[src/rtl/morse_pkg.sv]
// Shared definitions for the Morse receiver: FSM states, ASCII constants and
// the (length, pattern) -> ASCII decode table.
package morse_pkg;

    typedef enum logic [2:0] {
        ST_IDLE,
        ST_MARK,
        ST_GAP,
        ST_EMIT,
        ST_WORDWAIT
    } state_t;

    localparam logic [7:0] ASCII_SPACE = 8'h20;
    localparam logic [7:0] ASCII_QMARK = 8'h3F;
    localparam int         CODE_W      = 7;

    typedef struct packed {
        logic       hit;
        logic [7:0] ch;
    } decode_t;

    // Pattern holds the first element at bit len-1, 1 = dash, upper bits zero.
    function automatic decode_t morse_decode(input logic [2:0] len, input logic [CODE_W-1:0] pat);
        decode_t r;
        r.hit = 1'b1;
        r.ch  = ASCII_QMARK;
        case ({len, pat})
            {3'd1, 7'b0000000}: r.ch = "E";
            {3'd1, 7'b0000001}: r.ch = "T";
            {3'd2, 7'b0000000}: r.ch = "I";
            {3'd2, 7'b0000001}: r.ch = "A";
            {3'd2, 7'b0000010}: r.ch = "N";
            {3'd2, 7'b0000011}: r.ch = "M";
            {3'd3, 7'b0000000}: r.ch = "S";
            {3'd3, 7'b0000001}: r.ch = "U";
            {3'd3, 7'b0000010}: r.ch = "R";
            {3'd3, 7'b0000011}: r.ch = "W";
            {3'd3, 7'b0000100}: r.ch = "D";
            {3'd3, 7'b0000101}: r.ch = "K";
            {3'd3, 7'b0000110}: r.ch = "G";
            {3'd3, 7'b0000111}: r.ch = "O";
            {3'd4, 7'b0000000}: r.ch = "H";
            {3'd4, 7'b0000001}: r.ch = "V";
            {3'd4, 7'b0000010}: r.ch = "F";
            {3'd4, 7'b0000100}: r.ch = "L";
            {3'd4, 7'b0000110}: r.ch = "P";
            {3'd4, 7'b0000111}: r.ch = "J";
            {3'd4, 7'b0001000}: r.ch = "B";
            {3'd4, 7'b0001001}: r.ch = "X";
            {3'd4, 7'b0001010}: r.ch = "C";
            {3'd4, 7'b0001011}: r.ch = "Y";
            {3'd4, 7'b0001100}: r.ch = "Z";
            {3'd4, 7'b0001101}: r.ch = "Q";
            {3'd5, 7'b0000000}: r.ch = "5";
            {3'd5, 7'b0000001}: r.ch = "4";
            {3'd5, 7'b0000011}: r.ch = "3";
            {3'd5, 7'b0000111}: r.ch = "2";
            {3'd5, 7'b0001111}: r.ch = "1";
            {3'd5, 7'b0010000}: r.ch = "6";
            {3'd5, 7'b0010001}: r.ch = "=";
            {3'd5, 7'b0010010}: r.ch = "/";
            {3'd5, 7'b0011000}: r.ch = "7";
            {3'd5, 7'b0011100}: r.ch = "8";
            {3'd5, 7'b0011110}: r.ch = "9";
            {3'd5, 7'b0011111}: r.ch = "0";
            {3'd6, 7'b0010101}: r.ch = ".";
            {3'd6, 7'b0110011}: r.ch = ",";
            {3'd6, 7'b0001100}: r.ch = "?";
            {3'd6, 7'b0100001}: r.ch = "-";
            default:            r.hit = 1'b0;
        endcase
        return r;
    endfunction

endpackage

[src/rtl/morse_debounce.sv]
// Two-flop synchroniser followed by a stable-count debouncer; emits the
// debounced level plus single-cycle rise/fall strobes aligned with it.
module morse_debounce #(
    parameter int DEBOUNCE_TICKS = 500000
) (
    input  logic clk,
    input  logic reset,
    input  logic din,
    output logic level,
    output logic rise,
    output logic fall
);
    localparam int CNT_W = $clog2(DEBOUNCE_TICKS + 1);

    logic             sync1_q, sync2_q;
    logic             level_q, level_d;
    logic             rise_q, rise_d;
    logic             fall_q, fall_d;
    logic [CNT_W-1:0] cnt_q, cnt_d;

    // Any sample equal to the current level restarts the stability count.
    always_comb begin
        level_d = level_q;
        rise_d  = 1'b0;
        fall_d  = 1'b0;
        cnt_d   = '0;
        if (sync2_q != level_q) begin
            if (cnt_q == CNT_W'(DEBOUNCE_TICKS - 1)) begin
                level_d = sync2_q;
                rise_d  = sync2_q;
                fall_d  = ~sync2_q;
            end else begin
                cnt_d = cnt_q + 1'b1;
            end
        end
    end

    always_ff @(posedge clk or posedge reset) begin
        if (reset) begin
            sync1_q <= 1'b0;
            sync2_q <= 1'b0;
            level_q <= 1'b0;
            rise_q  <= 1'b0;
            fall_q  <= 1'b0;
            cnt_q   <= '0;
        end else begin
            sync1_q <= din;
            sync2_q <= sync1_q;
            level_q <= level_d;
            rise_q  <= rise_d;
            fall_q  <= fall_d;
            cnt_q   <= cnt_d;
        end
    end

    assign level = level_q;
    assign rise  = rise_q;
    assign fall  = fall_q;
endmodule

[src/rtl/morse_rx.sv]
// Morse receiver: debounced key -> mark/gap timing FSM -> decode -> small
// output FIFO presented as a registered valid/ready ASCII stream.
module morse_rx
    import morse_pkg::*;
#(
    parameter int UNIT_TICKS     = 50000000,
    parameter int DASH_UNITS     = 2,
    parameter int LETTER_UNITS   = 2,
    parameter int WORD_UNITS     = 4,
    parameter int DEBOUNCE_TICKS = 500000,
    parameter int MAX_LEN        = 6,
    parameter int FIFO_DEPTH     = 4,
    parameter int TIMER_W        = 32
) (
    input  logic       clk,
    input  logic       reset,
    input  logic       morse_in,
    output logic [7:0] out_char,
    output logic       out_valid,
    input  logic       out_ready,
    output logic       button_pressed,
    output logic       char_error,
    output logic       overflow
);
    localparam logic [TIMER_W-1:0] DASH_T   = TIMER_W'(DASH_UNITS * UNIT_TICKS);
    localparam logic [TIMER_W-1:0] LETTER_T = TIMER_W'(LETTER_UNITS * UNIT_TICKS);
    localparam logic [TIMER_W-1:0] WORD_T   = TIMER_W'(WORD_UNITS * UNIT_TICKS);
    localparam int PTR_W = $clog2(FIFO_DEPTH);
    localparam int CNT_W = PTR_W + 1;

    logic k_level, k_rise, k_fall;

    morse_debounce #(.DEBOUNCE_TICKS(DEBOUNCE_TICKS)) u_debounce (
        .clk   (clk),
        .reset (reset),
        .din   (morse_in),
        .level (k_level),
        .rise  (k_rise),
        .fall  (k_fall)
    );

    state_t               state_q, state_d;
    logic [TIMER_W-1:0]   timer_q, timer_d, timer_inc;
    logic [MAX_LEN-1:0]   pattern_q, pattern_d;
    logic [2:0]           len_q, len_d;
    logic                 err_q, err_d;
    logic                 pend_q, pend_d;
    logic                 char_error_q, char_error_d;
    logic                 overflow_q, overflow_d;
    logic                 push, bad;
    logic [7:0]           push_char;
    decode_t              dec;

    logic [7:0]           mem_q [FIFO_DEPTH];
    logic [PTR_W-1:0]     wr_ptr_q, wr_ptr_d, rd_ptr_q, rd_ptr_d;
    logic [CNT_W-1:0]     count_q, count_d;
    logic [7:0]           out_char_q, out_char_d;
    logic                 out_valid_q, out_valid_d;
    logic                 full, pop, wr_en;

    assign timer_inc = (&timer_q) ? timer_q : timer_q + 1'b1;
    assign dec       = morse_decode(len_q, CODE_W'(pattern_q));

    always_comb begin
        state_d   = state_q;
        timer_d   = timer_inc;
        pattern_d = pattern_q;
        len_d     = len_q;
        err_d     = err_q;
        pend_d    = 1'b0;
        push      = 1'b0;
        push_char = ASCII_SPACE;
        bad       = 1'b0;
        case (state_q)
            ST_IDLE: begin
                timer_d = '0;
                if (k_rise) begin
                    state_d   = ST_MARK;
                    pattern_d = '0;
                    len_d     = '0;
                    err_d     = 1'b0;
                end
            end
            ST_MARK: begin
                if (k_fall) begin
                    state_d = ST_GAP;
                    timer_d = '0;
                    if (len_q == 3'(MAX_LEN)) begin
                        err_d = 1'b1;
                    end else begin
                        pattern_d = {pattern_q[MAX_LEN-2:0], (timer_inc >= DASH_T)};
                        len_d     = len_q + 3'd1;
                    end
                end
            end
            ST_GAP: begin
                // A rise on the threshold cycle is remembered and serviced in WORDWAIT.
                if (timer_inc >= LETTER_T) begin
                    state_d = ST_EMIT;
                    pend_d  = k_rise;
                end else if (k_rise) begin
                    state_d = ST_MARK;
                    timer_d = '0;
                end
            end
            ST_EMIT: begin
                push      = 1'b1;
                bad       = err_q | ~dec.hit;
                push_char = bad ? ASCII_QMARK : dec.ch;
                err_d     = 1'b0;
                pend_d    = pend_q | k_rise;
                state_d   = ST_WORDWAIT;
            end
            ST_WORDWAIT: begin
                if (k_rise || pend_q) begin
                    state_d   = ST_MARK;
                    timer_d   = '0;
                    pattern_d = '0;
                    len_d     = '0;
                end else if (timer_inc >= WORD_T) begin
                    push    = 1'b1;
                    state_d = ST_IDLE;
                end
            end
            default: state_d = ST_IDLE;
        endcase
    end

    assign full  = (count_q == CNT_W'(FIFO_DEPTH));
    assign pop   = out_valid_q & out_ready;
    assign wr_en = push & ~full;

    // Head register tracks the entry that will be at rd_ptr after this cycle.
    always_comb begin
        count_d = count_q;
        if (wr_en && !pop) begin
            count_d = count_q + 1'b1;
        end else if (!wr_en && pop) begin
            count_d = count_q - 1'b1;
        end
        wr_ptr_d     = wr_en ? wr_ptr_q + 1'b1 : wr_ptr_q;
        rd_ptr_d     = pop ? rd_ptr_q + 1'b1 : rd_ptr_q;
        out_valid_d  = (count_d != '0);
        out_char_d   = out_char_q;
        if (wr_en && ((count_q == '0) || ((count_q == CNT_W'(1)) && pop))) begin
            out_char_d = push_char;
        end else if (pop && (count_q > CNT_W'(1))) begin
            out_char_d = mem_q[rd_ptr_d];
        end
        char_error_d = bad;
        overflow_d   = overflow_q | (push & full);
    end

    always_ff @(posedge clk) begin
        if (wr_en) begin
            mem_q[wr_ptr_q] <= push_char;
        end
    end

    always_ff @(posedge clk or posedge reset) begin
        if (reset) begin
            state_q      <= ST_IDLE;
            timer_q      <= '0;
            pattern_q    <= '0;
            len_q        <= '0;
            err_q        <= 1'b0;
            pend_q       <= 1'b0;
            char_error_q <= 1'b0;
            overflow_q   <= 1'b0;
            wr_ptr_q     <= '0;
            rd_ptr_q     <= '0;
            count_q      <= '0;
            out_char_q   <= ASCII_SPACE;
            out_valid_q  <= 1'b0;
        end else begin
            state_q      <= state_d;
            timer_q      <= timer_d;
            pattern_q    <= pattern_d;
            len_q        <= len_d;
            err_q        <= err_d;
            pend_q       <= pend_d;
            char_error_q <= char_error_d;
            overflow_q   <= overflow_d;
            wr_ptr_q     <= wr_ptr_d;
            rd_ptr_q     <= rd_ptr_d;
            count_q      <= count_d;
            out_char_q   <= out_char_d;
            out_valid_q  <= out_valid_d;
        end
    end

    assign out_char       = out_char_q;
    assign out_valid      = out_valid_q;
    assign button_pressed = k_level;
    assign char_error     = char_error_q;
    assign overflow       = overflow_q;
endmodule

[config.mk]
export PLATFORM = sky130hd
export DESIGN_NAME = morse_rx
export DESIGN_NICKNAME = d
export VERILOG_FILES = /design/src/rtl/morse_pkg.sv /design/src/rtl/morse_debounce.sv /design/src/rtl/morse_rx.sv
export SDC_FILE = /design/constraint.sdc
export NUM_CORES = 1
export LEC_CHECK = 0
export ABC_AREA = 1
export CAP_MARGIN = 20
export CORE_AREA = 3 3 110 112
export CTS_BUF_LIST = sky130_fd_sc_hd__clkbuf_8
export DETAILED_ROUTE_END_ITERATION = 10
export DIE_AREA = 0 0 113 115
export DONT_BUFFER_PORTS = 1
export GPL_TIMING_DRIVEN = 0
export PLACE_DENSITY = 0.87
export RECOVER_POWER = 100
export SLEW_MARGIN = 25
export SYNTH_ARGS = -nofsm -noshare
export SYNTH_HDL_FRONTEND = slang
export SYNTH_SLANG_ARGS = --single-unit
[constraint.sdc]
create_clock -name clk -period 7.1 [get_ports clk]
set_input_delay 0 -clock clk [delete_from_list [all_inputs] [get_ports clk]]
set_output_delay 0 -clock clk [all_outputs]
set_load 0.005 [all_outputs]
# Yosys cells after proc, flatten, opt, wreduce, memory -nomap -nowiden
# Memories as Yosys holds them, arrays and structs flattened.
# Cells that the tools add are included.
[totals] register_bits=88 ramBits=32 inputBits=4 out_inout_bits=12 elab_cells=166 mem_count=1
[op_classes] addsub=7 n_lt_le_gt_ge=3 n_eq_ne=57 mux=49 n_bitwise=9 reduce_logical=21
[mem_list] name="mem_q" words=4 word_bits=8 rd=1 rd_ports_with_merged_regs=0 wr=1 line_no="morse_rx.sv:54" source="logic [7:0] mem_q [FIFO_DEPTH];"
[op_table] operator="7-bit one-hot mux with 41 select lines" count=1
[op_table] operator="9-bit equality test, second input constant" count=28
[op_table] operator="32-bit 2-to-1 mux" count=5
[op_table] operator="32-bit one-hot mux with 4 select lines" count=1
[op_table] operator="9-bit by 8-bit equality test with 1-bit output, second input constant" count=12
[op_table] operator="42-bit OR reduction" count=1
[op_table] operator="19-bit 2-to-1 mux" count=2
[op_table] operator="3-bit 2-to-1 mux" count=11
[op_table] operator="32-bit by 1-bit adder with 32-bit output, second input constant" count=1
[op_table] operator="32-bit by 27-bit >= comparator with 1-bit output, second input constant" count=1
[op_table] operator="32-bit by 28-bit >= comparator with 1-bit output, second input constant" count=1
[op_table] operator="8-bit 2-to-1 mux" count=4
[op_table] operator="32-bit AND reduction" count=1
[op_table] operator="6-bit 2-to-1 mux" count=4
[op_table] operator="19-bit by 1-bit adder with 19-bit output, second input constant" count=1
[op_table] operator="19-bit equality test, second input constant" count=1
[op_table] operator="9-bit by 7-bit equality test with 1-bit output, second input constant" count=2
[op_table] operator="6-bit one-hot mux with 3 select lines" count=1
[op_table] operator="3-bit one-hot mux with 5 select lines" count=1
[op_table] operator="1-bit 2-to-1 mux" count=14
[op_table] operator="3-bit equality test, second input constant" count=3
[op_table] operator="3-bit one-hot mux with 3 select lines" count=1
[op_table] operator="3-bit nonzero test" count=3
[op_table] operator="3-bit by 1-bit adder with 3-bit output, second input constant" count=2
[op_table] operator="other kinds (23)" count=44

# Longest topological paths before layout
# Gate-level depths: netlist (run 1).
[logic_depth] depth_word=12 depth_mapped=24 ltp_nobuf=23

# Hierarchy
# Synthesis (run 1) repeated with hierarchy kept, for this count alone.
[hier_totals] cells_unflattened=987 hier_area_um2=7236.9
[modules_own_cells] module="morse_rx" instances=1 cells_per_inst=832 area_per_inst_um2=5948.2 seq_area_each_um2=2418.6
[modules_own_cells] module="morse_debounce" instances=1 cells_per_inst=155 area_per_inst_um2=1288.7 seq_area_each_um2=600.6

# Worst setup path after synthesis (run 1)
# No wires, ideal clock.
[synth_path] path_type="register to register" startpoint="register timer_q[0]" endpoint="memory mem_q[0][0], enable pin" setup_ns=0.360 arrival_time_ns=2.473 required_ns=6.740 slack_ns=4.267 stages_incl_launch_ff=19 n_path_buf=1 period_less_slack_ns=2.833 cell_sequence="dfrtp_1 ha_1 inv_1 nor2_4 nand2_4 nor2_4 nand2_4 buf_6 nand2_2 nand2_1 nor2_1 nand2_1 nand2_1 nand2_1 nand3_2 nand2_2 nand2_4 nand2_4 nor2_1"
[synth_between] elab_chain_cells=9 elab_cells_between_ends=10 classes_between="add/sub: 1; order compare: 1; mux: 6; bitwise: 1; reduce/logical: 1"
[synth_lines] element="start: declaration" line_no="morse_rx.sv:43" source="logic [TIMER_W-1:0] timer_q, timer_d, timer_inc;"
[synth_lines] element="start signal: assignment" line_no="morse_rx.sv:177" source="timer_q <= timer_d;"
[synth_lines] element="32-bit by 1-bit adder with 32-bit output or 32-bit AND reduction (tied branches)" line_no="morse_rx.sv:61" source="assign timer_inc = (&timer_q) ? timer_q : timer_q + 1'b1;"
[synth_lines] element="32-bit 2-to-1 mux *" line_no="morse_rx.sv:61"
[synth_lines] element="32-bit by 28-bit >= comparator with 1-bit output *" line_no="morse_rx.sv:120" source="end else if (timer_inc >= WORD_T) begin"
[synth_lines] element="1-bit 2-to-1 mux *" line_no="morse_rx.sv:120"
[synth_lines] element="1-bit 2-to-1 mux *" line_no="morse_rx.sv:115" source="if (k_rise || pend_q) begin"
[synth_lines] element="1-bit one-hot mux with 2 select lines *" line_no="morse_rx.sv:74" source="case (state_q)"
[synth_lines] element="1-bit bitwise AND *" line_no="morse_rx.sv:131" source="assign wr_en = push & ~full;"
[synth_lines] element="1-bit 2-to-1 mux *" line_no="morse_rx.sv:155" source="if (wr_en) begin"
[synth_lines] element="1-bit 2-to-1 mux (not written as such) *" line_no="morse_rx.sv:156" source="mem_q[wr_ptr_q] <= push_char;"
[synth_lines] element="end: declaration" line_no="morse_rx.sv:54"
# Mark *: on every way between the ends. The rest lies on a longest branch, timed or not.

# Worst setup path in the final report (run 1)
[layout_path] startpoint="register timer_q[0]" endpoint="memory mem_q[2][1], enable pin"
# Same word-level chain as after synthesis.

==> flow_metrics.py, run 1 <==
metrics = {
    "timing": {
        "maxClockFrequency_mhz": 230.4,
        "timing.final.ws_setup_ns": 2.759,
        "worst_pin_slew_ns": 3.853,
        "fin_tns_setup_ns": 0,
        "relSlewSlack": -1.569,
        "final_min_period_over_clock_period": 0.6113,
        "rsz0062_at_grt": "no",
        "final_hold_viol_count": 0,
        "finalSetupViolCount": 0,
        "report.final.slew_viol_count": 73,
        "post-route-min-period_ns": 4.341,
        "final.setup_skew_ns": 0.01384,
    },
    "outcome": {
        "outcome": "complete, but fails checks",
        "violated_checks": "max-capacitance violations, max-slew violations",
    },
    "grt": {
        "use_met1": 0.3625,
        "global_route.peak_usage_layer": "met2",
        "grt_start_max_net_pins": 73,
        "grtUsageMet2": 0.4325,
        "antenna_found_initial": 0,
        "via_count_of_the_first_global_routing_pass": 5866,
        "grtUsageTotal": 0.2660,
        "grt_first_pass_wirelength_um": 27590,
        "globalRoute.totalOverflow": 0,
        "grt.met3_usage": 0.04632,
    },
    "clock_network": {
        "cts_hold_repair.buffers": 4,
        "cts_num_sinks": 115,
        "post_cts.repair.setup_buffers": 0,
        "cts_max_path_buffers": 2,
        "cts_max_level": 4,
        "ctsRootBufferMaster": "sky130_fd_sc_hd__clkbuf_8",
        "tritoncts.num_buffers": 17,
        "clk_latency_ns": 0.43,
        "clk_pin_slew_worst_paths_ns": 0.07,
        "cts_tree": "done",
        "post_cts_resized": 0,
    },
    "placed_design": {
        "dp_hpwl_um": 12340,
        "port_buffers": 0,
        "gp_routability_congestion": 0.9727,
        "pre_cts_ws_ns": 3.564,
    },
    "synth": {
        "synth_edf_count": 28,
        "synth_nets": 949,
        "synth-compound-area-share": 0.09522,
        "synth_xor_area_frac": 0.02247,
        "syn-cell-area_um2": 7017,
        "synth_largest_type_area_fraction": 0.3067,
        "synth_flop_cell": "sky130_fd_sc_hd__dfrtp_1",
        "synth.top_cells.by_area": "sky130_fd_sc_hd__dfrtp_1 31%, sky130_fd_sc_hd__edfxtp_1 12%, sky130_fd_sc_hd__nand2_1 11%, sky130_fd_sc_hd__nor2_1 9.0%, sky130_fd_sc_hd__inv_1 5.3%",
        "synth_fa_ha_area_frac": 0.02496,
        "yosysSeqAreaShare": 0.4303,
        "dominant_combinational_cell_family_by_area_after_synthesis": "simple AND/OR/NAND/NOR gates",
        "ys_async_sr_fraction": 0.7565,
        "synthSimpleGateAreaFrac": 0.3549,
        "syn_inst": 931,
        "ys_ff_latch": 115,
        "yosys_warnings": 0,
        "avgSynthCellArea_um2": 7.537,
        "muxShareOfSynthArea": 0,
        "netlist.top_cell.by_area": "sky130_fd_sc_hd__dfrtp_1",
        "yosys.cell_types.count": 49,
    },
    "power_and_ir_drop": {
        "total_power_w": 0.001635,
        "sequential_share_of_power": 0.456,
        "power.density_nw_per_um2": 215.4,
        "clkPwrFrac": 0.379,
        "power.net_switching_w": 0.0004693,
        "sw_frac_of_total": 0.2870,
        "power.internal_w": 0.001166,
        "p_leak_nw": 3.283,
        "power.combinational.fraction": 0.165,
        "max-vdd-ir-drop_mv": 0.1741,
    },
    "layout": {
        "drive_above_1_share": 0.07645,
        "fillers": 984,
        "layout_net_count": 973,
        "synthToLayoutAreaGrowth_pct": 8.203,
        "insertedDiodeCount": 0,
    },
    "critical_path": {
        "worstSetupPathType": "flip-flop to flip-flop",
        "worstSetupEndpointType": "flip-flop",
        "reg2reg_from": "timer_q[0]",
        "worstRegToRegCells": 17,
        "critical_path_peak_fanout": 9,
        "worstPathRequired_ns": 7.16,
        "timing.critical_path.from_type": "flip-flop",
        "critPathArrivalTime_ns": 4.40,
        "cp-startpoint": "timer_q[0]",
    },
    "floorplan": {
        "die_span_y_um": 115,
        "dieArea_um2": 13000,
        "start_util": 0.6198,
        "core_um2": 11320,
        "ios": 16,
        "fp-row-count": 39,
        "horizontal_die_dimension_um": 113,
    },
    "worst_hold_path": {
        "timing.hold.worst.class": "primary input to flip-flop",
        "whs_path_depth": 1,
        "hold_start": "morse_in",
    },
    "route": {
        "detailed_routing_iterations_pass_1": 5,
        "drt_first_iter_violations": 559,
        "route.vias.total": 6383,
        "drt.antenna.violating_nets": 0,
        "route.detailed.drc": 0,
        "routed_wl_um": 16730,
        "post_drt_wl_per_cell_um": 15.06,
        "vias_per_cell": 5.745,
    },
    "run": {
        "timing.max_cap.violations": 1,
    },
}
-- worst paths after layout --
path	end	slack, ns
worst max register to register	mem_q[2][1]	2.76
max in group asynchronous	wr_ptr_q[0]	3.35
worst max-delay path	mem_q[2][1]	2.76
worst min-delay path	u_debounce.sync1_q	0.13
worst min register to register	u_debounce.sync2_q	0.36
min in group asynchronous	u_debounce.cnt_q[10]	0.72
-- kinds of logic (layout without fill, tap and decap cells) --
family / after synthesis / after routing
simple gates: 550 / 550
buf+inv: 125 / 162
compound gates: 108 / 108
other cells: 1 / 1
xor+xnor: 18 / 18
flops: 115 / 115
fa+ha+maj: 14 / 14
-- power groups by stage --
stage                     sequential [W]  combinational [W]  clock (W)
after global routing            0.000750           0.000303   0.000659
after CTS                       0.000747           0.000277   0.000626
after floorplan                 0.000750           0.000208          0
after detailed placement        0.000760           0.000272          0
final                           0.000746           0.000269   0.000620
after global placement          0.000758           0.000258          0
-- layer usage --
layer / share of wire / vias up
met3: 0.076 / 39
met1: 0.43 / 2959
met4: 0.023 / 0
met5: 0 / -
li1: - / 3120
met2: 0.47 / 265
-- synth_stat cells, types with 2 or more instances --
cell type and n:
sky130_fd_sc_hd__a211oi_1 2, sky130_fd_sc_hd__a21boi_0 9, sky130_fd_sc_hd__a21boi_1 8, sky130_fd_sc_hd__a21oi_1 34
sky130_fd_sc_hd__a21oi_2 3, sky130_fd_sc_hd__a31o_2 2, sky130_fd_sc_hd__a31oi_1 5, sky130_fd_sc_hd__buf_2 5
sky130_fd_sc_hd__buf_6 3, sky130_fd_sc_hd__clkbuf_1 6, sky130_fd_sc_hd__clkinv_1 2, sky130_fd_sc_hd__dfrtp_1 86
sky130_fd_sc_hd__edfxtp_1 28, sky130_fd_sc_hd__ha_1 14, sky130_fd_sc_hd__inv_1 100, sky130_fd_sc_hd__inv_2 6
sky130_fd_sc_hd__nand2_1 197, sky130_fd_sc_hd__nand2_2 12, sky130_fd_sc_hd__nand2_4 5, sky130_fd_sc_hd__nand3_1 65
sky130_fd_sc_hd__nand3_2 6, sky130_fd_sc_hd__nand3b_1 8, sky130_fd_sc_hd__nand4_1 16, sky130_fd_sc_hd__nor2_1 169
sky130_fd_sc_hd__nor2_2 10, sky130_fd_sc_hd__nor2_4 2, sky130_fd_sc_hd__nor3_1 34, sky130_fd_sc_hd__nor3b_1 6
sky130_fd_sc_hd__nor4_1 15, sky130_fd_sc_hd__o21a_1 3, sky130_fd_sc_hd__o21ai_0 22, sky130_fd_sc_hd__o21ai_1 2
sky130_fd_sc_hd__o21bai_1 3, sky130_fd_sc_hd__o22ai_1 6, sky130_fd_sc_hd__o32ai_1 7, sky130_fd_sc_hd__xnor2_1 7
sky130_fd_sc_hd__xor2_1 11
-- registers in the layout, indices dropped and copies added, names as in the netlist, 2 cells and up --
| name | cells |
|---|---|
| timer_q | 32 |
| mem_q | 28 |
| u_debounce.cnt_q | 19 |
| out_char | 7 |
| pattern_q | 6 |
| count_q | 3 |
| len_q | 3 |
| state_q | 3 |
| rd_ptr_q | 2 |
| wr_ptr_q | 2 |
-- through the flow --
step | area, um2 | hold slack (ns) | cells | util
2_1_floorplan | 7017 | 0.03143 | 931 | -
3_3_place_gp | 7196 | 0.03148 | 1074 | 0.6356
3_5_place_dp | 7228 | -0.2071 | 1075 | 0.6385
4_1_cts | 7675 | 0.1098 | 1111 | 0.6779
5_1_grt | 7592 | 0.1179 | 1111 | 0.6706
6_report | 7592 | 0.1303 | 1111 | 0.6706
-- cell usage in the layout, fill, tap and decap left out, types with 8 or more instances in the layout --
master / count
sky130_fd_sc_hd__a21boi_0: 16
sky130_fd_sc_hd__a21oi_1: 34
sky130_fd_sc_hd__clkbuf_1: 12
sky130_fd_sc_hd__clkbuf_8: 19
sky130_fd_sc_hd__dfrtp_1: 86
sky130_fd_sc_hd__edfxtp_1: 28
sky130_fd_sc_hd__ha_1: 14
sky130_fd_sc_hd__inv_1: 103
sky130_fd_sc_hd__nand2_1: 202
sky130_fd_sc_hd__nand2_2: 10
sky130_fd_sc_hd__nand3_1: 66
sky130_fd_sc_hd__nand3b_1: 8
sky130_fd_sc_hd__nand4_1: 16
sky130_fd_sc_hd__nor2_1: 172
sky130_fd_sc_hd__nor2_2: 8
sky130_fd_sc_hd__nor3_1: 34
sky130_fd_sc_hd__nor4_1: 15
sky130_fd_sc_hd__o21ai_0: 24
sky130_fd_sc_hd__xor2_1: 11
-- cell type report --
cell class / count / area (um2) / share of cell area
buffer: 16 / 87.58 / 0.01154
timing repair buffer: 5 / 43.79 / 0.005768
multi-input combinational: 691 / 3442 / 0.4534
tap: 143 / 178.9 / 0.02357
inverter: 109 / 414.1 / 0.05455
clock buffer: 19 / 261.5 / 0.03444
sequential: 115 / 3019 / 0.3977
clock inverter: 13 / 145.1 / 0.01912
-- worst max-delay path: stages (launching register included) --
cell	delay [ns]
sky130_fd_sc_hd__dfrtp_1	0.52
sky130_fd_sc_hd__ha_1	0.33
sky130_fd_sc_hd__inv_1	0.07
sky130_fd_sc_hd__nor2_1	0.48
sky130_fd_sc_hd__nand2_4	0.13
sky130_fd_sc_hd__nor2_1	0.23
sky130_fd_sc_hd__nand2_1	0.09
sky130_fd_sc_hd__nand2_1	0.06
sky130_fd_sc_hd__nand3_1	0.24
sky130_fd_sc_hd__nor2_1	0.22
sky130_fd_sc_hd__nand2_1	0.08
sky130_fd_sc_hd__nor2_1	0.15
sky130_fd_sc_hd__nand2_1	0.11
sky130_fd_sc_hd__nand3_2	0.08
sky130_fd_sc_hd__nand2_1	0.07
sky130_fd_sc_hd__nand2_1	0.22
sky130_fd_sc_hd__nand2_1	0.28
sky130_fd_sc_hd__nor2_1	0.63
Power figures use the tool's default switching activity.
==> run 2: changes to the inputs <==
--- a/config.mk
+++ b/config.mk
@@ -5,7 +5,7 @@
 export SDC_FILE = /design/constraint.sdc
 export NUM_CORES = 1
 export LEC_CHECK = 0
-export ABC_AREA = 1
+export ABC_AREA = 0
 export CAP_MARGIN = 20
 export CORE_AREA = 3 3 110 112
 export CTS_BUF_LIST = sky130_fd_sc_hd__clkbuf_8
==> constraint.sdc (replaced) <==
create_clock -name clk -period 4 [get_ports clk]
set_input_delay 0 -clock clk [delete_from_list [all_inputs] [get_ports clk]]
set_output_delay 0 -clock clk [all_outputs]
set_load 0.005 [all_outputs]
==> run 2 against run 1 <==
Net effect:
- the flow still finishes with violations (max-capacitance violations, max-slew violations)
- non-clock buffer count increased by 22
- sequential cell count unchanged
- worst hold slack improved by 0.00078 ns
- critical path type unchanged
==> flow_metrics.py, run 2 <==
metrics = {
    "critical_path": {
        "critPathArrivalTime_ns": 4.11,
        "cp_max_stage_delay_ns": 0.68,
        "critical_path_peak_fanout": 10,
        "worstSetupEndpointType": "flip-flop",
        "path_cells": "nand4_2 -> nor3_1 -> and3_1 -> buf_2 -> nor3_1 -> xor2_1 -> o31ai_1 -> nand3_1 -> a21oi_1 -> a31o_2 -> buf_2 -> nor3_1",
        "worstSetupPathType": "flip-flop to flip-flop",
        "most_common_cell_on_crit_path": "sky130_fd_sc_hd__nor3_1",
        "cp_slowest_cell": "sky130_fd_sc_hd__nor3_1",
        "worstPathRequired_ns": 4.32,
        "timing.critical_path.from_type": "flip-flop",
    },
    "power_and_ir_drop": {
        "p_leak_nw": 2.960,
        "clkPwrFrac": 0.399,
        "power.internal_w": 0.001924,
        "power.net_switching_w": 0.0007494,
        "sw_frac_of_total": 0.2803,
        "sequential_share_of_power": 0.473,
        "max-vdd-ir-drop_mv": 0.2915,
        "power.density_nw_per_um2": 347.6,
        "power.combinational.fraction": 0.128,
    },
    "layout": {
        "fillers": 875,
        "finalInstanceArea_um2": 7691,
        "reg.largest.list": "timer_q: 32 flops, mem_q: 28 flops, u_debounce.cnt_q: 19 flops",
        "core_occupancy_in_the_finished_layout": 0.6794,
        "max_flop_register": "timer_q",
        "layout.cells.most_common": "sky130_fd_sc_hd__nor2_1",
        "layoutNonFillerInstCount": 938,
        "layout_net_count": 800,
        "insertedDiodeCount": 0,
        "layout.cells.most_common_list": "103 x sky130_fd_sc_hd__nor2_1, 86 x sky130_fd_sc_hd__dfrtp_1, 74 x sky130_fd_sc_hd__nand2_1",
        "largest_reg_flops": 32,
        "drive_above_1_share": 0.1208,
        "synthToLayoutAreaGrowth_pct": 8.874,
    },
    "synth": {
        "syn-cell-area_um2": 7064,
        "synth.most_common_cell": "sky130_fd_sc_hd__nor2_1",
        "ys_top_cells_by_count": "103 x sky130_fd_sc_hd__nor2_1, 86 x sky130_fd_sc_hd__dfrtp_1, 74 x sky130_fd_sc_hd__nand2_1",
        "yosysSeqAreaShare": 0.4274,
        "syn_inst": 759,
        "avgSynthCellArea_um2": 9.307,
        "yosys.cell_types.count": 92,
        "synth_nets": 777,
        "yosys_warnings": 0,
        "synth.top_cells.by_area": "sky130_fd_sc_hd__dfrtp_1 30%, sky130_fd_sc_hd__edfxtp_1 12%, sky130_fd_sc_hd__nor2_1 5.5%, sky130_fd_sc_hd__nand2_1 3.9%, sky130_fd_sc_hd__xnor2_1 3.7%",
        "ys_ff_latch": 115,
        "synth_flop_cell": "sky130_fd_sc_hd__dfrtp_1",
        "synth_edf_count": 28,
        "netlist.top_cell.by_area": "sky130_fd_sc_hd__dfrtp_1",
        "ys_async_sr_fraction": 0.7565,
        "synth_largest_type_area_fraction": 0.3046,
    },
    "timing": {
        "worst_pin_slew_ns": 2.415,
        "relSlewSlack": -0.6101,
        "final_min_period_over_clock_period": 0.9470,
        "fin_tns_setup_ns": 0,
        "finalSetupViolCount": 0,
        "report.final.slew_viol_count": 90,
        "post-route-min-period_ns": 3.788,
        "final_hold_viol_count": 0,
        "maxClockFrequency_mhz": 264.0,
        "final.setup_skew_ns": 0.01343,
        "rsz0062_at_grt": "no",
    },
    "route": {
        "vias_per_cell": 6.356,
        "drt_first_iter_violations": 467,
        "drt.antenna.violating_nets": 0,
        "route.vias.total": 5962,
        "detailed_routing_iterations_pass_1": 5,
        "post_drt_wl_per_cell_um": 18.99,
        "route.detailed.drc": 0,
        "routed_wl_um": 17810,
    },
    "floorplan": {
        "dieArea_um2": 13000,
        "ios": 16,
        "horizontal_die_dimension_um": 113,
        "core_um2": 11320,
        "fp-row-count": 39,
        "die_span_y_um": 115,
        "start_util": 0.6240,
    },
    "grt": {
        "via_count_of_the_first_global_routing_pass": 6073,
        "grtUsageTotal": 0.2882,
        "antenna_found_initial": 0,
        "globalRoute.totalOverflow": 0,
        "grt_first_pass_wirelength_um": 29710,
        "grt_start_max_net_pins": 46,
    },
    "outcome": {
        "violated_checks": "max-capacitance violations, max-slew violations",
        "outcome": "complete, but fails checks",
    },
    "clock_network": {
        "ctsRootBufferMaster": "sky130_fd_sc_hd__clkbuf_8",
        "cts_max_level": 4,
        "clk_pin_slew_worst_paths_ns": 0.07,
        "post_cts.repair.setup_buffers": 0,
        "tritoncts.num_buffers": 17,
        "cts_max_path_buffers": 2,
        "cts_tree": "done",
        "clk_latency_ns": 0.45,
        "cts_num_sinks": 115,
    },
    "run": {
        "timing.max_cap.violations": 2,
    },
    "placed_design": {
        "numPlacedInstances": 903,
        "gp_routability_congestion": 0.9690,
        "postPlaceCellArea_um2": 7287,
        "dp_hpwl_um": 12460,
        "port_buffers": 0,
    },
    "worst_hold_path": {
        "timing.hold.worst.class": "primary input to flip-flop",
    },
}
## run 2: cell count changes in the layout (fill, tap and decap cells not counted), sizes merged, moves of 9 or more
| cell | change |
|---|---|
| a21boi | -16 |
| and3 | +12 |
| buf | +10 |
| clkbuf | +11 |
| inv | -77 |
| mux2i | +10 |
| nand2 | -139 |
| nand2b | +13 |
| nand3 | -43 |
| nor2 | -78 |
| o21ai | +9 |
| or3 | +12 |
| xnor2 | +23 |
| xor2 | +11 |
## run 2: final cells by class
cell class	count	area, um2	share of cell area
flip-flops and latches	115	3019	0.3925
repair buffers	4	33.78	0.004392
multi-input cells	578	3766	0.4897
clock inverters	15	156.4	0.02034
plain buffers	39	200.2	0.02603
well taps	143	178.9	0.02326
inverters	27	102.6	0.01334
clock buffers	17	234.0	0.03042
## run 2: what timing repair did
action	4_1_cts	5_1_grt
resized for setup	1	6
endpoints found under the hold margin	90	0
setup endpoints to repair	9	74
pin swaps	0	1
hold buffers	3	0
## run 2: path summary, 6_finish.rpt
| path | start | endpoint | slack, ns | cells past startpoint |
|---|---|---|---|---|
| worst max-delay path | timer_q[13] | timer_q[9] | 0.21 | 12 |
| worst min register to register | u_debounce.sync1_q | u_debounce.sync2_q | 0.36 | 0 |
| max in group asynchronous | reset | timer_q[19] | 0.58 | 3 |
| worst min-delay path | morse_in | u_debounce.sync1_q | 0.13 | 1 |
| min in group asynchronous | reset | u_debounce.cnt_q[9] | 0.49 | 2 |
| worst max register to register | timer_q[13] | timer_q[9] | 0.21 | 12 |
## run 2: per-stage QoR
| stage | setup slack [ns] | power, W | hold slack, ns |
|---|---|---|---|
| 2_1_floorplan | 0.6772 | 0.001555 | 0.03143 |
| 3_3_place_gp | -0.5813 | 0.001607 | 0.03150 |
| 3_5_place_dp | -0.2089 | 0.001636 | -0.04216 |
| 4_1_cts | 0.006246 | 0.002703 | 0.08633 |
| 5_1_grt | 0.0003326 | 0.002790 | 0.1077 |
| 6_report | 0.2121 | 0.002673 | 0.1310 |
## run 2: cell families (layout without fill, tap and decap cells)
| kind of cell | count (synthesis) | count (layout) | synth area share |
|---|---|---|---|
| DFF | 115 | 115 | 0.4274 |
| adders and majority gates | 15 | 15 | 0.02639 |
| muxes | 23 | 23 | 0.04605 |
| xor gates and xnor gates | 52 | 52 | 0.06447 |
| buffers and inverters | 66 | 102 | 0.04269 |
| other | 1 | 1 | 0.0005308 |
| and+or+nand+nor | 337 | 337 | 0.2462 |
| AOI/OAI and AO/OA | 150 | 150 | 0.1463 |
## run 2: critical path, delay by kind of cell (launching register included)
family | cells | cell delay, ns
buf+inv | 2 | 0.49
compound gates | 3 | 0.96
flops | 1 | 0.49
xor+xnor | 1 | 0.17
simple gates | 6 | 1.54
## run 2: power groups by stage
stage               Sequential (W)  Clock, W  Combinational (W)
global placement           0.00128         0           0.000324
floorplan                  0.00128         0           0.000277
CTS                        0.00127   0.00108           0.000357
detailed placement         0.00129         0           0.000348
global route               0.00127   0.00114           0.000377
finish                     0.00126   0.00107           0.000341
## run 2: layer usage
layer | vias to the layer above | part of all wire | track usage
li1 | 2783 | - | -
met1 | 2875 | 0.40 | 0.3533
met2 | 252 | 0.50 | 0.4767
met3 | 52 | 0.066 | 0.06368
met4 | 0 | 0.035 | 0.1587
met5 | - | 0 | 0
==> run 3: changes to the inputs <==
--- a/config.mk
+++ b/config.mk
@@ -7,13 +7,13 @@
 export LEC_CHECK = 0
 export ABC_AREA = 0
 export CAP_MARGIN = 20
-export CORE_AREA = 3 3 110 112
+export CORE_AREA = 2 2 136 138
 export CTS_BUF_LIST = sky130_fd_sc_hd__clkbuf_8
 export DETAILED_ROUTE_END_ITERATION = 10
-export DIE_AREA = 0 0 113 115
+export DIE_AREA = 0 0 138 140
 export DONT_BUFFER_PORTS = 1
 export GPL_TIMING_DRIVEN = 0
-export PLACE_DENSITY = 0.87
+export PLACE_DENSITY = 0.63
 export RECOVER_POWER = 100
 export SLEW_MARGIN = 25
 export SYNTH_ARGS = -nofsm -noshare
==> run 3 against run 2 <==
Net effect:
- the flow still finishes with violations (max-capacitance violations, max-slew violations)
- die area is 49% higher
- maximum frequency is 1.4% higher
- power is 0.17% lower
- sequential cell count stayed put
- clock skew is 0.0032 ns lower
- register-to-register slack better by 0.05 ns
==> flow_metrics.py, run 3 (same netlist as run 2, synthesis figures left out) <==
metrics = {
    "outcome": {
        "outcome": "complete, but fails checks",
        "violated_checks": "max-capacitance violations, max-slew violations",
    },
    "floorplan": {
        "core_um2": 17780,
        "dieArea_um2": 19320,
        "ios": 16,
        "fp-row-count": 49,
        "start_util": 0.3973,
        "die_span_y_um": 140,
        "horizontal_die_dimension_um": 138,
    },
    "power_and_ir_drop": {
        "power.combinational.fraction": 0.124,
        "sequential_share_of_power": 0.474,
        "clkPwrFrac": 0.402,
        "power.internal_w": 0.001924,
        "max-vdd-ir-drop_mv": 0.2106,
        "power.density_nw_per_um2": 341.5,
        "power.net_switching_w": 0.0007444,
        "sw_frac_of_total": 0.2789,
        "p_leak_nw": 2.984,
    },
    "layout": {
        "layoutNonFillerInstCount": 1026,
        "layout.cells.most_common": "sky130_fd_sc_hd__nor2_1",
        "fillers": 1743,
        "layout.cells.most_common_list": "103 x sky130_fd_sc_hd__nor2_1, 86 x sky130_fd_sc_hd__dfrtp_1, 74 x sky130_fd_sc_hd__nand2_1",
        "max_flop_register": "timer_q",
        "reg.largest.list": "timer_q: 32 flops, mem_q: 28 flops, u_debounce.cnt_q: 19 flops",
        "synthToLayoutAreaGrowth_pct": 10.63,
        "insertedDiodeCount": 0,
        "layout_net_count": 802,
        "finalInstanceArea_um2": 7815,
        "sequential_cell_area_um2": 3019,
        "core_occupancy_in_the_finished_layout": 0.4396,
        "largest_reg_flops": 32,
        "drive_above_1_share": 0.1154,
        "area_occupied_by_multi_input_gates_um2": 3760,
    },
    "grt": {
        "globalRoute.totalOverflow": 0,
        "grt_start_max_net_pins": 47,
        "grtUsageTotal": 0.1763,
        "grt_first_pass_wirelength_um": 28010,
        "antenna_found_initial": 0,
        "via_count_of_the_first_global_routing_pass": 5562,
    },
    "worst_hold_path": {
        "hold_start": "morse_in",
        "timing.hold.worst.class": "primary input to flip-flop",
        "timing.hold.worst_endpoint": "u_debounce.sync1_q",
        "whs_path_depth": 1,
    },
    "route": {
        "route.detailed.drc": 0,
        "drt.antenna.violating_nets": 0,
        "detailed_routing_iterations_pass_1": 6,
        "routed_wl_um": 16730,
        "vias_per_cell": 5.607,
        "post_drt_wl_per_cell_um": 16.30,
        "drt_first_iter_violations": 460,
        "route.vias.total": 5753,
    },
    "timing": {
        "final_hold_viol_count": 0,
        "maxClockFrequency_mhz": 267.7,
        "final.setup_skew_ns": 0.01025,
        "report.final.slew_viol_count": 90,
        "rsz0062_at_grt": "no",
        "worst_pin_slew_ns": 2.056,
        "final_min_period_over_clock_period": 0.9338,
        "timing.final.ws_setup_ns": 0.2647,
        "post-route-min-period_ns": 3.735,
        "finalSetupViolCount": 0,
        "fin_tns_setup_ns": 0,
        "relSlewSlack": -0.3731,
    },
    "critical_path": {
        "timing.critical_path.from_type": "flip-flop",
        "worstPathRequired_ns": 4.10,
        "critPathArrivalTime_ns": 3.84,
        "worst-r2r-setup-slack_ns": 0.26,
        "critical_path_peak_fanout": 8,
        "cp_slowest_cell": "sky130_fd_sc_hd__or3_1",
        "worstSetupPathType": "flip-flop to flip-flop",
        "r2r_end": "mem_q[1][1]",
        "worstRegToRegCells": 10,
        "worstSetupEndpointType": "flip-flop",
        "cp_max_stage_delay_ns": 0.48,
        "reg2reg_from": "timer_q[0]",
        "path_cells": "ha_1 -> nand3_1 -> or3_1 -> a211oi_1 -> xnor2_1 -> nand4_1 -> o41ai_2 -> a21oi_1 -> o21ai_2 -> and3_1",
    },
    "placed_design": {
        "numPlacedInstances": 989,
        "postPlaceCellArea_um2": 7397,
        "pre_cts_ws_ns": -0.2742,
        "gp_routability_congestion": 0.9728,
        "port_buffers": 0,
        "dp_hpwl_um": 11620,
    },
    "clock_network": {
        "clk_pin_slew_worst_paths_ns": 0.07,
        "cts_max_path_buffers": 2,
        "cts_num_sinks": 115,
        "clk_latency_ns": 0.44,
        "tritoncts.num_buffers": 17,
        "cts_tree": "done",
        "ctsRootBufferMaster": "sky130_fd_sc_hd__clkbuf_8",
        "cts_max_level": 4,
    },
    "run": {
        "timing.max_cap.violations": 2,
    },
}
run 3: power by group through the flow:
stage | clock [W] | combinational [W] | sequential (W)
floorplan | 0 | 0.000277 | 0.00128
global placement | 0 | 0.000333 | 0.00129
detailed placement | 0 | 0.000347 | 0.00129
CTS | 0.00110 | 0.000351 | 0.00127
global route | 0.00115 | 0.000374 | 0.00127
finish | 0.00107 | 0.000331 | 0.00126
run 3: cell type report:
class | count | area share
buffer | 39 | 0.02562
clock buffer | 17 | 0.02994
inverter | 27 | 0.01313
clock inverter | 15 | 0.01985
multi-input combinational | 578 | 0.4811
sequential | 115 | 0.3863
timing repair buffer | 6 | 0.007365
tap | 229 | 0.03666
run 3: worst max-delay path: cells and delay by family, from the launching register on:
kind / cells / cell delay, ns
AOI/OAI and AO/OA: 4 / 1.14
xor gates and xnor gates: 1 / 0.21
adders and majority gates: 1 / 0.25
DFF: 1 / 0.45
and+or+nand+nor: 4 / 1.35
run 3: per-layer routing:
| metal | part of all wire | track usage |
|---|---|---|
| met2 | 0.46 | 0.2869 |
| met4 | 0.021 | 0.06176 |
| met1 | 0.46 | 0.2379 |
| met5 | 0 | 0 |
| met3 | 0.055 | 0.03214 |
run 3: worst max path at each step:
stage / end / start / cells after the start
final: mem_q[1][1] / timer_q[0] / 10
after CTS: mem_q[3][3] / len_q[0] / 12
after floorplan: mem_q[0][3] / len_q[0] / 12
after global placement: mem_q[1][3] / len_q[0] / 12
after detailed placement: mem_q[0][3] / len_q[0] / 12
after global routing: mem_q[1][1] / timer_q[17] / 9
run 3: stage by stage:
stage                     hold WS [ns]  power, W
after global placement         0.03149  0.001619
after floorplan                0.03143  0.001555
final                           0.1244  0.002669
after detailed placement       -0.1029  0.001636
after CTS                      0.06098  0.002718
after global routing           0.09354  0.002793
run 3: timing repair:
item / in CTS / in global routing
setup endpoints to repair: 9 / 73
gates resized for setup: 2 / 2
endpoints found under the hold margin: 89 / 0
pin swaps: 0 / 1
buffers inserted: 0 / 2
hold buffers: 3 / 0
